$ cat src/rtl/stack_sequencer.sv
// Command sequencer for the hardware stack. Each accepted command is expanded
// into the push/pop sequence the stack needs; one response is returned per command.
module stack_sequencer #(
  parameter int unsigned DW    = 16,
  parameter int unsigned DEPTH = 16
) (
  input  logic          clk,
  input  logic          rst,
  input  logic          cmd_valid,
  output logic          cmd_ready,
  input  logic [2:0]    cmd_op,
  input  logic [DW-1:0] cmd_data,
  output logic          rsp_valid,
  output logic [DW-1:0] rsp_data,
  output logic          rsp_err,
  output logic          busy,
  output logic          stk_push,
  output logic          stk_pop,
  output logic [DW-1:0] stk_din,
  input  logic [DW-1:0] stk_dout,
  input  logic [15:0]   stk_tos
);

  typedef enum logic [2:0] {
    StIdle, StPopA, StPopB, StCapt, StPush1, StPush2, StResp
  } state_e;

  typedef enum logic [2:0] {
    OpNop  = 3'd0,
    OpPush = 3'd1,
    OpPop  = 3'd2,
    OpAdd  = 3'd3,
    OpSub  = 3'd4,
    OpDup  = 3'd5,
    OpSwap = 3'd6,
    OpRsvd = 3'd7
  } op_e;

  localparam logic [15:0] DepthTos = 16'(DEPTH);

  state_e        state_q, state_d;
  op_e           op_q, op_in;
  logic [DW-1:0] imm_q;
  logic [DW-1:0] a_q, b_q;       // a = entry below top, b = top entry
  logic [DW-1:0] rsp_data_q, rsp_data_d;
  logic          rsp_err_q, rsp_err_d;
  logic          rsp_load;
  logic          accept;
  logic          cmd_err;
  logic          push, pop;
  logic [DW-1:0] din;
  logic [DW-1:0] alu_r;

  assign op_in     = op_e'(cmd_op);
  assign cmd_ready = (state_q == StIdle) && !rst;
  assign accept    = cmd_valid && cmd_ready;
  assign busy      = (state_q != StIdle);
  assign rsp_valid = (state_q == StResp) && !rst;
  assign rsp_data  = rsp_data_q;
  assign rsp_err   = rsp_err_q;
  assign alu_r     = (op_q == OpSub) ? (a_q - b_q) : (a_q + b_q);

  // Stack-occupancy check for the incoming command
  always_comb begin
    cmd_err = 1'b0;
    case (op_in)
      OpNop:                cmd_err = 1'b0;
      OpPush:               cmd_err = (stk_tos >= DepthTos);
      OpPop:                cmd_err = (stk_tos == 16'd0);
      OpAdd, OpSub, OpSwap: cmd_err = (stk_tos < 16'd2);
      OpDup:                cmd_err = (stk_tos == 16'd0) || (stk_tos >= DepthTos);
      default:              cmd_err = 1'b1;
    endcase
  end

  // Next-state, stack strobes and response capture
  always_comb begin
    state_d    = state_q;
    rsp_load   = 1'b0;
    rsp_data_d = '0;
    rsp_err_d  = 1'b0;
    push       = 1'b0;
    pop        = 1'b0;
    din        = '0;
    unique case (state_q)
      StIdle: begin
        if (accept) begin
          if (cmd_err) begin
            state_d   = StResp;
            rsp_load  = 1'b1;
            rsp_err_d = 1'b1;
          end else if (op_in == OpNop) begin
            state_d  = StResp;
            rsp_load = 1'b1;
          end else if (op_in == OpPush) begin
            state_d = StPush1;
          end else begin
            state_d = StPopA;
          end
        end
      end
      StPopA: begin
        pop     = 1'b1;
        state_d = (op_q == OpPop || op_q == OpDup) ? StCapt : StPopB;
      end
      StPopB: begin
        pop     = 1'b1;
        state_d = StCapt;
      end
      StCapt: begin
        if (op_q == OpPop) begin
          // Popped value is on stk_dout right now; respond with it directly
          state_d    = StResp;
          rsp_load   = 1'b1;
          rsp_data_d = stk_dout;
        end else begin
          state_d = StPush1;
        end
      end
      StPush1: begin
        push = 1'b1;
        case (op_q)
          OpPush:       din = imm_q;
          OpAdd, OpSub: din = alu_r;
          default:      din = b_q;
        endcase
        if (op_q == OpDup || op_q == OpSwap) begin
          state_d = StPush2;
        end else begin
          state_d    = StResp;
          rsp_load   = 1'b1;
          rsp_data_d = din;
        end
      end
      StPush2: begin
        push       = 1'b1;
        din        = (op_q == OpSwap) ? a_q : b_q;
        state_d    = StResp;
        rsp_load   = 1'b1;
        rsp_data_d = din;
      end
      StResp:  state_d = StIdle;
      default: state_d = StIdle;
    endcase
  end

  // Strobes are forced low while reset is held so an aborted command stops at once
  always_comb begin
    stk_push = push && !rst;
    stk_pop  = pop && !rst;
    stk_din  = (push && !rst) ? din : '0;
  end

  // State, operand and response registers
  always_ff @(posedge clk) begin
    if (rst) begin
      state_q    <= StIdle;
      op_q       <= OpNop;
      imm_q      <= '0;
      a_q        <= '0;
      b_q        <= '0;
      rsp_data_q <= '0;
      rsp_err_q  <= 1'b0;
    end else begin
      state_q <= state_d;
      if (accept) begin
        op_q  <= op_in;
        imm_q <= cmd_data;
      end
      if (state_q == StPopB) begin
        b_q <= stk_dout;
      end
      if (state_q == StCapt) begin
        if (op_q == OpPop || op_q == OpDup) begin
          b_q <= stk_dout;
        end else begin
          a_q <= stk_dout;
        end
      end
      if (rsp_load) begin
        rsp_data_q <= rsp_data_d;
        rsp_err_q  <= rsp_err_d;
      end
    end
  end

endmodule

$ cat config.mk
export PLATFORM = sky130hd
export DESIGN_NAME = stack_sequencer
export DESIGN_NICKNAME = d
export VERILOG_FILES = /design/src/rtl/stack_sequencer.sv
export SDC_FILE = /design/constraint.sdc
export NUM_CORES = 1
export LEC_CHECK = 0
export CORE_ASPECT_RATIO = 0.7
export CORE_UTILIZATION = 48
export DETAILED_ROUTE_END_ITERATION = 10
export PLACE_DENSITY = 0.78
export SLEW_MARGIN = 20
export SYNTH_ARGS = -nofsm -noshare
export SYNTH_HDL_FRONTEND = slang
export SYNTH_SLANG_ARGS = --single-unit
$ cat constraint.sdc
create_clock -name clk -period 4.17 [get_ports clk]
set_input_delay 0.834 -clock clk [delete_from_list [all_inputs] [get_ports clk]]
set_output_delay 0.834 -clock clk [all_outputs]
set_load 0.005 [all_outputs]
==> impl_metrics.yaml <==
worst_setup_path:
  cp-end-kind: "primary output"
  path_class: "reg -> out"
  critPathArrivalTime_ns: 3.50
  worst_ep_required_time_ns: 3.34
  start_kind: "flop"
  critPathMaxFanout: 5
floorplan:
  num_rows: 29
  fp.dieArea_um2: 10310
  die_w_um: 121.0
  fp.dieH_um: 85.27
  core-area_um2: 9325
  initial_core_util_pct: 50.99
  pin_count: 92
place:
  portBuffers: 91
  dp_hpwl_mm: 11.34
  place_congestion: 0.9054
  post-place-ws_ns: -0.3871
status:
  violations: "setup timing"
  outcome: "complete, but fails checks"
synthesis:
  synth_nets: 703
  ys_seq_area_share_pct: 29.89
  synth_edf_count: 0
  synthTopCellsByArea: "dfxtp_1 30%, nand2_1 7.7%, a21oi_1 7.4%, nor2_1 6.9%, mux2i_1 6.7%"
  syn_avg_cell_area_um2: 7.523
  synth_area_um2: 4755
  ys.warnings.count: 0
  synth.top_cell.area_share_pct: 29.89
  yosys_most_used_dff: "dfxtp_1"
  async_reset_ff_share_pct: 0
  synth-seq-cells: 71
  synthCells: 632
  synth_top_cell_by_area: "dfxtp_1"
  yosysUniqueCellTypes: 56
detailed_routing:
  num_vias: 5704
  route.detailed.drc: 0
  drtPass1Iterations: 5
  totalWireLength_mm: 18.68
  drt.antenna.violating_nets: 0
  drt_first_iter_violations: 577
  wl_per_cell_um: 19.81
  viasPerCell: 6.049
clocking:
  clk_pin_slew_ns: 0.06
  htreeDepth: 3
  cts.sinks: 71
  postCtsHoldBufs: 0
  cts_tree: "yes"
  cts_buffer_depth: 2
  clock_latency_ns: 0.34
  cts_inserted_buffers: 9
  cts-root-buf: "clkbuf_16"
power:
  leakagePower_uw: 0.002958
  vdd_drop_max_mv: 0.2874
  powerDensity_nw_per_um2: 546.8
cells_and_area:
  utilization_pct: 76.91
  multi_input_comb_area_um2: 3405
  area_delta_synth_final_pct: 50.84
  diodes: 0
  seq_area_um2: 1431
  nNetsFinal: 885
  drive_above_1_share_pct: 26.25
  nFillCells: 665
sta:
  setup_ws_ns: -0.1634
  finalHoldViolCount: 0
  fmax_mhz: 230.8
  worst_pin_slew_ns: 1.061
  maxSlewHeadroom_pct: 29.26
  fin_skew_ns: 0.007336
  whs_ns: 0.4530
  final.period_utilization_pct: 103.9
  rsz0062_at_grt: "yes"
  drv_slew: 0
  finalSetupViolCount: 7
  min_period_ns: 4.333
global_route:
  grt_use_total_pct: 34.94
  grt_max_degree: 54
  grt_pass1_vias: 5463
  antenna_found_initial: 0
  grt_pass1_wl_mm: 27.87
  overflow: 0
job:
  maxCapViolCount: 0
worst_hold_path:
  min_path_type: "reg -> reg"
[worst paths after layout]
check             slack (ns)  depth (start not counted)         from            to
hold reg to reg         0.45                          2  rsp_data[3]   rsp_data[3]
setup / recovery       -0.16                         18       b_q[0]   stk_din[15]
setup reg to reg       -0.13                         26       b_q[0]  rsp_data[10]
hold / removal          0.45                          2  rsp_data[3]   rsp_data[3]
[routing by layer]
metal / share of wire [%] / wire length (µm) / track usage, % / vias up
met5: 0 / 0 / 0 / -
met3: 9.4 / 1753 / 9.073 / 75
met4: 3.7 / 694 / 15.49 / 0
met1: 41 / 7626 / 44.03 / 2708
li1: - / - / - / 2593
met2: 46 / 8607 / 56.21 / 328
[per-stage QoR]
step,setup TNS (ns),total power [µW],area [µm²],cells
final,-0.6433,3922,7172,943
after global routing,-2.170,4082,7172,943
after CTS,-0.4856,3553,6898,935
after detailed placement,-1.965,2409,6081,873
after global placement,-1.395,2371,6081,873
after floorplan,0,1820,4758,632
[placed cells by master, fill, tap and decap left out, types with 4 or more instances in the layout]
cell,instances
clkbuf_16,9
buf_6,17
a221oi_1,17
a22oi_1,11
o21ai_2,5
nor3_1,6
o21ai_1,9
dfxtp_2,5
clkdlybuf4s50_1,79
nor2_4,4
ha_1,14
xnor2_1,20
nand2b_1,5
a31oi_1,7
inv_1,16
a21o_1,4
o21a_1,7
nor2_1,82
nand3_1,19
xnor2_2,4
nor2b_1,12
a21oi_1,55
nand2_1,94
buf_2,9
buf_4,102
dfxtp_1,65
mux2i_1,31
o21ai_0,10
a21oi_2,13
a221o_1,5
[final cells by class]
type	count	share of cell area, %
tap	124	2.163
timing repair buffer	210	25.38
clock buffer	10	3.193
inverter	18	0.9770
clock inverter	6	0.8548
multi-input combinational	504	47.47
sequential	71	19.96
[power by group]
part / switching [µW] / total (µW) / internal (µW) / leakage [µW]
clock: 306 / 767 / 461 / 0.000142
sequential: 77.0 / 822 / 745 / 0.000580
combinational: 1150 / 2330 / 1190 / 0.00224
total: 1530 / 3920 / 2390 / 0.00296
[sequential cells by signal, summed over array words and instances, names as in the netlist]
register and count:
rsp_err 1, op_q 3, imm_q 16, a_q 16, rsp_data 16, state_q 3
b_q 16
[cells by family after synthesis]
| logic type | after synthesis | synth area share, % |
|---|---|---|
| simple gates | 252 | 23.47 |
| compound gates | 175 | 23.71 |
| flops | 71 | 29.89 |
| buf+inv | 57 | 6.394 |
| mux | 32 | 6.737 |
| xor+xnor | 28 | 5.158 |
| fa+ha+maj | 17 | 4.632 |
[worst max-delay path, stage by stage (launching register included)]
cell      delay, ns
dfxtp_2        0.33
buf_6          0.13
nor3_4         0.18
and4bb_2       0.29
buf_4          0.13
buf_4          0.11
a31oi_1        0.10
xnor2_1        0.15
ha_2           0.20
a21o_1         0.20
a21o_1         0.20
a211oi_2       0.20
a31oi_2        0.13
a21oi_2        0.16
xnor2_1        0.13
o21ai_1        0.10
a21oi_1        0.22
nor2_1         0.06
buf_2          0.13
[synthesized netlist by cell type, types with 2 or more instances]
cell	n
a211oi_1	3
a21o_1	4
a21oi_1	70
a221o_1	5
a221oi_1	17
a22oi_1	11
a31oi_1	11
and2_1	3
buf_1	3
buf_2	5
buf_6	3
clkbuf_1	22
clkbuf_8	5
dfxtp_1	71
ha_1	16
inv_1	18
mux2i_1	32
nand2_1	97
nand2b_1	5
nand3_1	20
nor2_1	87
nor2b_1	12
nor3_1	9
nor3b_1	3
nor4_1	4
o21a_1	7
o21ai_0	10
o21ai_1	15
o21bai_1	3
o22a_1	3
o22ai_1	3
o31ai_1	2
o32a_1	2
o32ai_1	2
or3_1	2
xnor2_1	25
xor2_1	3
[repair_timing]
item | in CTS | in global routing
pin swaps | 54 | 55
resized for setup | 81 | 49
setup buffers | 47 | 11
setup endpoints to repair | 12 | 15
No activity file was read; power rests on OpenSTA's default activity.
